## src/rtl/display_set_controller_if.sv

```systemverilog
// Button inputs and display/counter control outputs of the clock/calendar
// set controller, bundled so the datapath side can be wired in one go.
interface display_set_controller_if;
  logic btn_mode;
  logic btn_inc;
  logic run_en;
  logic set_active;
  logic enable_s;
  logic enable_mi;
  logic enable_h;
  logic enable_d;
  logic enable_mo;
  logic enable_y;
  logic inc_s;
  logic inc_mi;
  logic inc_h;
  logic inc_d;
  logic inc_mo;
  logic inc_y;

  // Side that drives the buttons and consumes the controls.
  modport master (
    output btn_mode, btn_inc,
    input  run_en, set_active,
    input  enable_s, enable_mi, enable_h, enable_d, enable_mo, enable_y,
    input  inc_s, inc_mi, inc_h, inc_d, inc_mo, inc_y
  );

  // The controller itself.
  modport slave (
    input  btn_mode, btn_inc,
    output run_en, set_active,
    output enable_s, enable_mi, enable_h, enable_d, enable_mo, enable_y,
    output inc_s, inc_mi, inc_h, inc_d, inc_mo, inc_y
  );
endinterface

```

## src/rtl/display_set_controller.sv

```systemverilog
// Clock/calendar display set controller: walks hour/min/sec/day/month/year
// set states on btn_mode, blinks the selected field, issues one-cycle
// increment strobes on btn_inc and pauses timekeeping while setting.
// Optional: define SETCTRL_TIMEOUT_EN to auto-return to RUN after
// TIMEOUT_HP blink half-periods without a button edge.
module display_set_controller #(
  parameter int BLINK_DIV  = 25000000,
  parameter int TIMEOUT_HP = 20
) (
  input logic                     clk,
  input logic                     rst,
  display_set_controller_if.slave bus
);

  typedef enum logic [2:0] {
    RUN    = 3'd0,
    SET_H  = 3'd1,
    SET_MI = 3'd2,
    SET_S  = 3'd3,
    SET_D  = 3'd4,
    SET_MO = 3'd5,
    SET_Y  = 3'd6
  } state_t;

  localparam int           CW         = $clog2(BLINK_DIV);
  localparam logic [CW-1:0] BLINK_LAST = CW'(BLINK_DIV - 1);

  state_t        state_q, state_d;
  logic          btn_mode_q, btn_inc_q;
  logic [CW-1:0] blink_cnt_q, blink_cnt_d;
  logic          phase_q, phase_d;
  logic          run_en_q, run_en_d;
  logic          set_active_q, set_active_d;
  // Field index order: 0=H, 1=MI, 2=S, 3=D, 4=MO, 5=Y (enum value minus one).
  logic [5:0]    en_q, en_d;
  logic [5:0]    inc_q, inc_d;

  logic mode_edge, inc_edge, blink_wrap, timeout_hit;

  assign mode_edge  = bus.btn_mode & ~btn_mode_q;
  assign inc_edge   = bus.btn_inc & ~btn_inc_q;
  assign blink_wrap = (state_q != RUN) && (blink_cnt_q == BLINK_LAST);

`ifdef SETCTRL_TIMEOUT_EN
  localparam int TW = $clog2(TIMEOUT_HP + 1);
  logic [TW-1:0] to_cnt_q, to_cnt_d;

  assign timeout_hit = (to_cnt_q == TW'(TIMEOUT_HP));

  // Idle counter: half-period wraps since the last button edge in SET.
  always_comb begin
    to_cnt_d = to_cnt_q;
    if (mode_edge || inc_edge || state_d == RUN) begin
      to_cnt_d = '0;
    end else if (blink_wrap) begin
      to_cnt_d = to_cnt_q + TW'(1);
    end
  end

  // Idle counter register.
  always_ff @(posedge clk or posedge rst) begin
    if (rst) to_cnt_q <= '0;
    else     to_cnt_q <= to_cnt_d;
  end
`else
  logic [31:0] timeout_hp_unused;
  assign timeout_hp_unused = TIMEOUT_HP;
  assign timeout_hit       = 1'b0;
`endif

  // Next state: mode edges walk the fields; a button edge beats a timeout.
  always_comb begin
    state_d = state_q;
    if (mode_edge) begin
      case (state_q)
        RUN:     state_d = SET_H;
        SET_H:   state_d = SET_MI;
        SET_MI:  state_d = SET_S;
        SET_S:   state_d = SET_D;
        SET_D:   state_d = SET_MO;
        SET_MO:  state_d = SET_Y;
        default: state_d = RUN;
      endcase
    end else if (!inc_edge && timeout_hit) begin
      state_d = RUN;
    end
  end

  // Blink timer: restarts visible on any state change or increment.
  always_comb begin
    blink_cnt_d  = '0;
    phase_d      = 1'b1;
    run_en_d     = (state_d == RUN);
    set_active_d = (state_d != RUN);
    if (state_d != state_q || inc_edge || state_q == RUN) begin
      blink_cnt_d = '0;
      phase_d     = 1'b1;
    end else if (blink_cnt_q == BLINK_LAST) begin
      blink_cnt_d = '0;
      phase_d     = ~phase_q;
    end else begin
      blink_cnt_d = blink_cnt_q + CW'(1);
      phase_d     = phase_q;
    end
  end

  // Per-field enable and strobe; a simultaneous mode edge swallows the inc.
  generate
    for (genvar gi = 0; gi < 6; gi++) begin : g_field
      assign en_d[gi]  = (state_d == state_t'(3'(gi + 1))) ? phase_d : 1'b1;
      assign inc_d[gi] = inc_edge && !mode_edge && (state_q == state_t'(3'(gi + 1)));
    end
  endgenerate

  // State, button history and registered outputs.
  always_ff @(posedge clk or posedge rst) begin
    if (rst) begin
      state_q      <= RUN;
      btn_mode_q   <= 1'b0;
      btn_inc_q    <= 1'b0;
      blink_cnt_q  <= '0;
      phase_q      <= 1'b1;
      run_en_q     <= 1'b1;
      set_active_q <= 1'b0;
      en_q         <= '1;
      inc_q        <= '0;
    end else begin
      state_q      <= state_d;
      btn_mode_q   <= bus.btn_mode;
      btn_inc_q    <= bus.btn_inc;
      blink_cnt_q  <= blink_cnt_d;
      phase_q      <= phase_d;
      run_en_q     <= run_en_d;
      set_active_q <= set_active_d;
      en_q         <= en_d;
      inc_q        <= inc_d;
    end
  end

  assign bus.run_en     = run_en_q;
  assign bus.set_active = set_active_q;
  assign bus.enable_h   = en_q[0];
  assign bus.enable_mi  = en_q[1];
  assign bus.enable_s   = en_q[2];
  assign bus.enable_d   = en_q[3];
  assign bus.enable_mo  = en_q[4];
  assign bus.enable_y   = en_q[5];
  assign bus.inc_h      = inc_q[0];
  assign bus.inc_mi     = inc_q[1];
  assign bus.inc_s      = inc_q[2];
  assign bus.inc_d      = inc_q[3];
  assign bus.inc_mo     = inc_q[4];
  assign bus.inc_y      = inc_q[5];

endmodule

```

## src/flat_wrapper.sv

```systemverilog
// flat-port wrapper written by rule: the top's interface ports become plain ports
module display_set_controller_flat 
#(
  parameter int BLINK_DIV  = 25000000,
  parameter int TIMEOUT_HP = 20
)
  (clk, rst, bus_btn_mode, bus_btn_inc, bus_run_en, bus_set_active, bus_enable_s, bus_enable_mi, bus_enable_h, bus_enable_d, bus_enable_mo, bus_enable_y, bus_inc_s, bus_inc_mi, bus_inc_h, bus_inc_d, bus_inc_mo, bus_inc_y);
  display_set_controller_if bus_i ();
  input logic clk;
  input logic rst;
  input wire logic [$bits(bus_i.btn_mode)-1:0] bus_btn_mode;
  input wire logic [$bits(bus_i.btn_inc)-1:0] bus_btn_inc;
  output wire logic [$bits(bus_i.run_en)-1:0] bus_run_en;
  output wire logic [$bits(bus_i.set_active)-1:0] bus_set_active;
  output wire logic [$bits(bus_i.enable_s)-1:0] bus_enable_s;
  output wire logic [$bits(bus_i.enable_mi)-1:0] bus_enable_mi;
  output wire logic [$bits(bus_i.enable_h)-1:0] bus_enable_h;
  output wire logic [$bits(bus_i.enable_d)-1:0] bus_enable_d;
  output wire logic [$bits(bus_i.enable_mo)-1:0] bus_enable_mo;
  output wire logic [$bits(bus_i.enable_y)-1:0] bus_enable_y;
  output wire logic [$bits(bus_i.inc_s)-1:0] bus_inc_s;
  output wire logic [$bits(bus_i.inc_mi)-1:0] bus_inc_mi;
  output wire logic [$bits(bus_i.inc_h)-1:0] bus_inc_h;
  output wire logic [$bits(bus_i.inc_d)-1:0] bus_inc_d;
  output wire logic [$bits(bus_i.inc_mo)-1:0] bus_inc_mo;
  output wire logic [$bits(bus_i.inc_y)-1:0] bus_inc_y;
  assign bus_i.btn_mode = bus_btn_mode;
  assign bus_i.btn_inc = bus_btn_inc;
  assign bus_run_en = bus_i.run_en;
  assign bus_set_active = bus_i.set_active;
  assign bus_enable_s = bus_i.enable_s;
  assign bus_enable_mi = bus_i.enable_mi;
  assign bus_enable_h = bus_i.enable_h;
  assign bus_enable_d = bus_i.enable_d;
  assign bus_enable_mo = bus_i.enable_mo;
  assign bus_enable_y = bus_i.enable_y;
  assign bus_inc_s = bus_i.inc_s;
  assign bus_inc_mi = bus_i.inc_mi;
  assign bus_inc_h = bus_i.inc_h;
  assign bus_inc_d = bus_i.inc_d;
  assign bus_inc_mo = bus_i.inc_mo;
  assign bus_inc_y = bus_i.inc_y;
  display_set_controller #(.BLINK_DIV(BLINK_DIV), .TIMEOUT_HP(TIMEOUT_HP)) u_core (.clk(clk), .rst(rst), .bus(bus_i));
endmodule
```

## config.mk

```make
export PLATFORM = sky130hd
export DESIGN_NAME = display_set_controller_flat
export DESIGN_NICKNAME = d
export VERILOG_FILES = /design/src/rtl/display_set_controller_if.sv /design/src/rtl/display_set_controller.sv /design/src/flat_wrapper.sv
export SDC_FILE = /design/constraint.sdc
export NUM_CORES = 1
export LEC_CHECK = 0
export CAP_MARGIN = 30
export CORE_AREA = 2 2 63 65
export DETAILED_ROUTE_END_ITERATION = 7
export DIE_AREA = 0 0 65 67
export PLACE_DENSITY = 0.81
export SYNTH_ARGS = -nofsm -noshare
export SYNTH_HDL_FRONTEND = slang
export SYNTH_SLANG_ARGS = --single-unit
```

## constraint.sdc

```tcl
create_clock -name clk -period 6.1 [get_ports clk]
set_input_delay 0.915 -clock clk [delete_from_list [all_inputs] [get_ports clk]]
set_output_delay 0.915 -clock clk [all_outputs]
set_load 0.01 [all_outputs]
```

==> results.sh <==
export IMPL_status="finished clean"
export IMPL_cp_end_kind="flip-flop"
export IMPL_critical_path_class="flip-flop to flip-flop"
export IMPL_core_um2=3610
export IMPL_fin_cells=270
export IMPL_met1_length_um=1930
export IMPL_slowest_stage="or4_1"
export IMPL_setup_violations=0
export IMPL_routed_wl_um=4640
export IMPL_cts_sinks=45
export IMPL_synthTopCellsByArea="dfrtp_1 43%, dfstp_2 9.8%, nor3_1 5.1%, xnor2_1 4.1%, a211oi_1 2.8%"
export IMPL_dpl_cell_count=262
export IMPL_die_h_um=67
export IMPL_period_needed_ns=2.40
export IMPL_drt_iter0_markers=136
export IMPL_layout_drive_gt1_share_pct=12.6
export IMPL_clock_path_buffers=2
export IMPL_grt_overflow=0
export IMPL_grt_max_degree=46
export IMPL_multi_input_area_um2=953
export IMPL_grt_pass1_vias=1778
export IMPL_post_cts_resized=0
export IMPL_cts_hold_buf=0
export IMPL_critPathMostFrequentCell="or4_1"
export IMPL_fp_dieW_um=65
export IMPL_area_growth_pct=15.3
export IMPL_cts_tree="built"
export IMPL_io_pins=18
export IMPL_clkTransAtPathRegs_ns=0.09
export IMPL_cp_startpoint="u_core.blink_cnt_q[0]"
export IMPL_wl_per_cell_um=17.2
export IMPL_syn_nets=210
export IMPL_row_count=22
export IMPL_mostFrequentLayoutCells="37 x dfrtp_1, 22 x nor3_1, 17 x clkdlybuf4s50_1"
export IMPL_rr_startpoint="u_core.blink_cnt_q[0]"
export IMPL_synth_ff_type="dfrtp_1"
export IMPL_setup_tns_ns=0
export IMPL_endpoint="u_core.blink_cnt_q[24]"
export IMPL_synth_area_um2=2150
export IMPL_crit_path_max_incr_delay_ns=0.74
export IMPL_grt_usage_pct=25.1
export IMPL_htree_levels=2
export IMPL_nets=226
export IMPL_drv_cap=0
export IMPL_hold_class="flip-flop to flip-flop"
export IMPL_async_flop_share_pct=100
export IMPL_yosysUniqueCellTypes=36
export IMPL_synth_area_per_cell_um2=10.5
export IMPL_finalHoldViolCount=0
export IMPL_final_common_cell="dfrtp_1"
export IMPL_seq_area_um2=1140
export IMPL_post_cts_setup_buffers=0
export IMPL_cts_root_buf="clkbuf_8"
export IMPL_netlist_area_leader_share_pct=43.0
export IMPL_postPlaceCellArea_um2=2370
export IMPL_maxSlewViolCount=0
export IMPL_yosys_warnings=0
export IMPL_initial_core_util_pct=59.6
export IMPL_place_hpwl_um=3170
export IMPL_stdcell_area_um2=2480
export IMPL_grt_pass1_wl_um=8160
export IMPL_maxUsedRoutingLayer="met4"
export IMPL_vias=1708
export IMPL_max_freq_mhz=417
export IMPL_worstReg2RegEnd="u_core.blink_cnt_q[24]"
export IMPL_worst_ep_required_time_ns=6.31
export IMPL_critPathLaunchType="flip-flop"
export IMPL_dr_wl_met3_um=241
export IMPL_irDropWorstVdd_mv=0.193
export IMPL_p_per_area_nw_per_um2=282
export IMPL_cp_cell_sequence="ha_1 > nand2_1 > or4_1 > or4_1 > a211oi_1"
export IMPL_antenna_found_initial=0
export IMPL_met2_length_um=2360
export IMPL_die_area_um2=4360
export IMPL_fin_skew_ns=0.00484
export IMPL_antenna_cells=0
export IMPL_synth_seq_cells=45
export IMPL_leakage_nw=0.930
export IMPL_seq_area_frac_synth_pct=52.8
export IMPL_slew_headroom_pct=44.9
export IMPL_gp_congestion=0.768
export IMPL_tightest_slew_ns=0.820
export IMPL_rsz0062_at_grt="false"
export IMPL_cp_max_fo=12
export IMPL_yosysTopAreaCell="dfrtp_1"
export IMPL_portBuffers=17
export IMPL_period_share_pct=39.4
export IMPL_ff2ff_path_depth=5
export IMPL_fillers=277
export IMPL_final_core_util_pct=68.8
export IMPL_arrival_ns=2.61
export IMPL_drc_errors=0
export IMPL_synth_edf_count=0
export IMPL_ant_nets=0
export IMPL_numCtsBuffers=5
export IMPL_syn_inst=205
export IMPL_insertion_delay_ns=0.30
export IMPL_r2r_slack_ns=3.70
export IMPL_avgViaCountPerCell=6.33
export IMPL_first_pass_iters=4
## worst min path at each step
stage | start | endpoint | slack [ns] | depth (start not counted)
floorplan | u_core.blink_cnt_q[0] | u_core.blink_cnt_q[0] | 0.47 | 1
global placement | u_core.blink_cnt_q[0] | u_core.blink_cnt_q[0] | 0.47 | 1
detailed placement | u_core.blink_cnt_q[0] | u_core.blink_cnt_q[0] | 0.50 | 1
CTS | u_core.blink_cnt_q[0] | u_core.blink_cnt_q[0] | 0.52 | 1
global route | u_core.blink_cnt_q[0] | u_core.blink_cnt_q[0] | 0.55 | 1
finish | u_core.blink_cnt_q[0] | u_core.blink_cnt_q[0] | 0.51 | 1
## routing by layer
layer / global-route usage (%) / vias to the layer above
li1: - / 790
met1: 29.5 / 851
met2: 42.5 / 56
met3: 6.59 / 11
met4: 12.8 / 0
met5: 0 / -
## cells by family after synthesis
kind of cell,synth area share (%)
XOR/XNOR,4.89
buffers and inverters,3.61
AND/OR/NAND/NOR,28.5
AO/OA/AOI/OAI,9.60
flip-flops,52.8
adder cells (fa/ha/maj),0.582
## Yosys cell counts, types with 2 or more instances
| cell type | number |
|---|---|
| nand4b_1 | 2 |
| o21ai_0 | 8 |
| nand2b_1 | 5 |
| or4_1 | 7 |
| inv_1 | 7 |
| nand4_1 | 3 |
| nand3b_1 | 2 |
| nand2_1 | 13 |
| nor4_1 | 3 |
| nor3_1 | 22 |
| buf_2 | 2 |
| and3_1 | 4 |
| dfstp_2 | 8 |
| dfrtp_1 | 37 |
| a211oi_1 | 8 |
| nor4bb_1 | 2 |
| xnor2_1 | 10 |
| nor2_1 | 8 |
| or4_4 | 3 |
| or3_1 | 8 |
| clkbuf_1 | 8 |
| nand3_1 | 11 |
| xor2_1 | 2 |
| a211oi_2 | 3 |
| o31ai_1 | 8 |
## critical path, delay by kind of cell (launching register included)
family / cells / cell delay [ns]
adders and majority gates: 1 / 0.22
and+or+nand+nor: 3 / 1.41
DFF: 1 / 0.40
AOI/OAI and AO/OA: 1 / 0.27
## state kept, by name (all words and copies together) (netlist names)
register               cells
u_core.blink_cnt_q        25
u_core.en_q                6
u_core.inc_q               6
u_core.state_q             3
u_core.btn_inc_q           1
u_core.btn_mode_q          1
u_core.bus.run_en          1
u_core.bus.set_active      1
u_core.phase_q             1
## power by group
group | switching (mW) | internal (mW) | leakage, nW | total, mW
combinational | 0.0686 | 0.0481 | 0.288 | 0.117
clock | 0.104 | 0.123 | 0.0554 | 0.227
sequential | 0.0313 | 0.324 | 0.587 | 0.356
## layout make-up
| cell class | count | area share, % |
|---|---|---|
| flip-flops and latches | 45 | 45.8 |
| multi-input cells | 142 | 38.4 |
| repair buffers | 20 | 7.77 |
| clock buffers | 6 | 2.93 |
| well taps | 48 | 2.42 |
| clock inverters | 2 | 1.56 |
| inverters | 7 | 1.06 |
## per-stage QoR
stage	total power, mW	hold WS (ns)	setup WS [ns]
3_3_place_gp	0.468	0.475	3.72
4_1_cts	0.701	0.515	3.70
5_1_grt	0.730	0.546	3.57
2_1_floorplan	0.427	0.465	4.04
3_5_place_dp	0.476	0.496	3.58
6_report	0.699	0.510	3.70
Power figures use the tool's default switching activity.
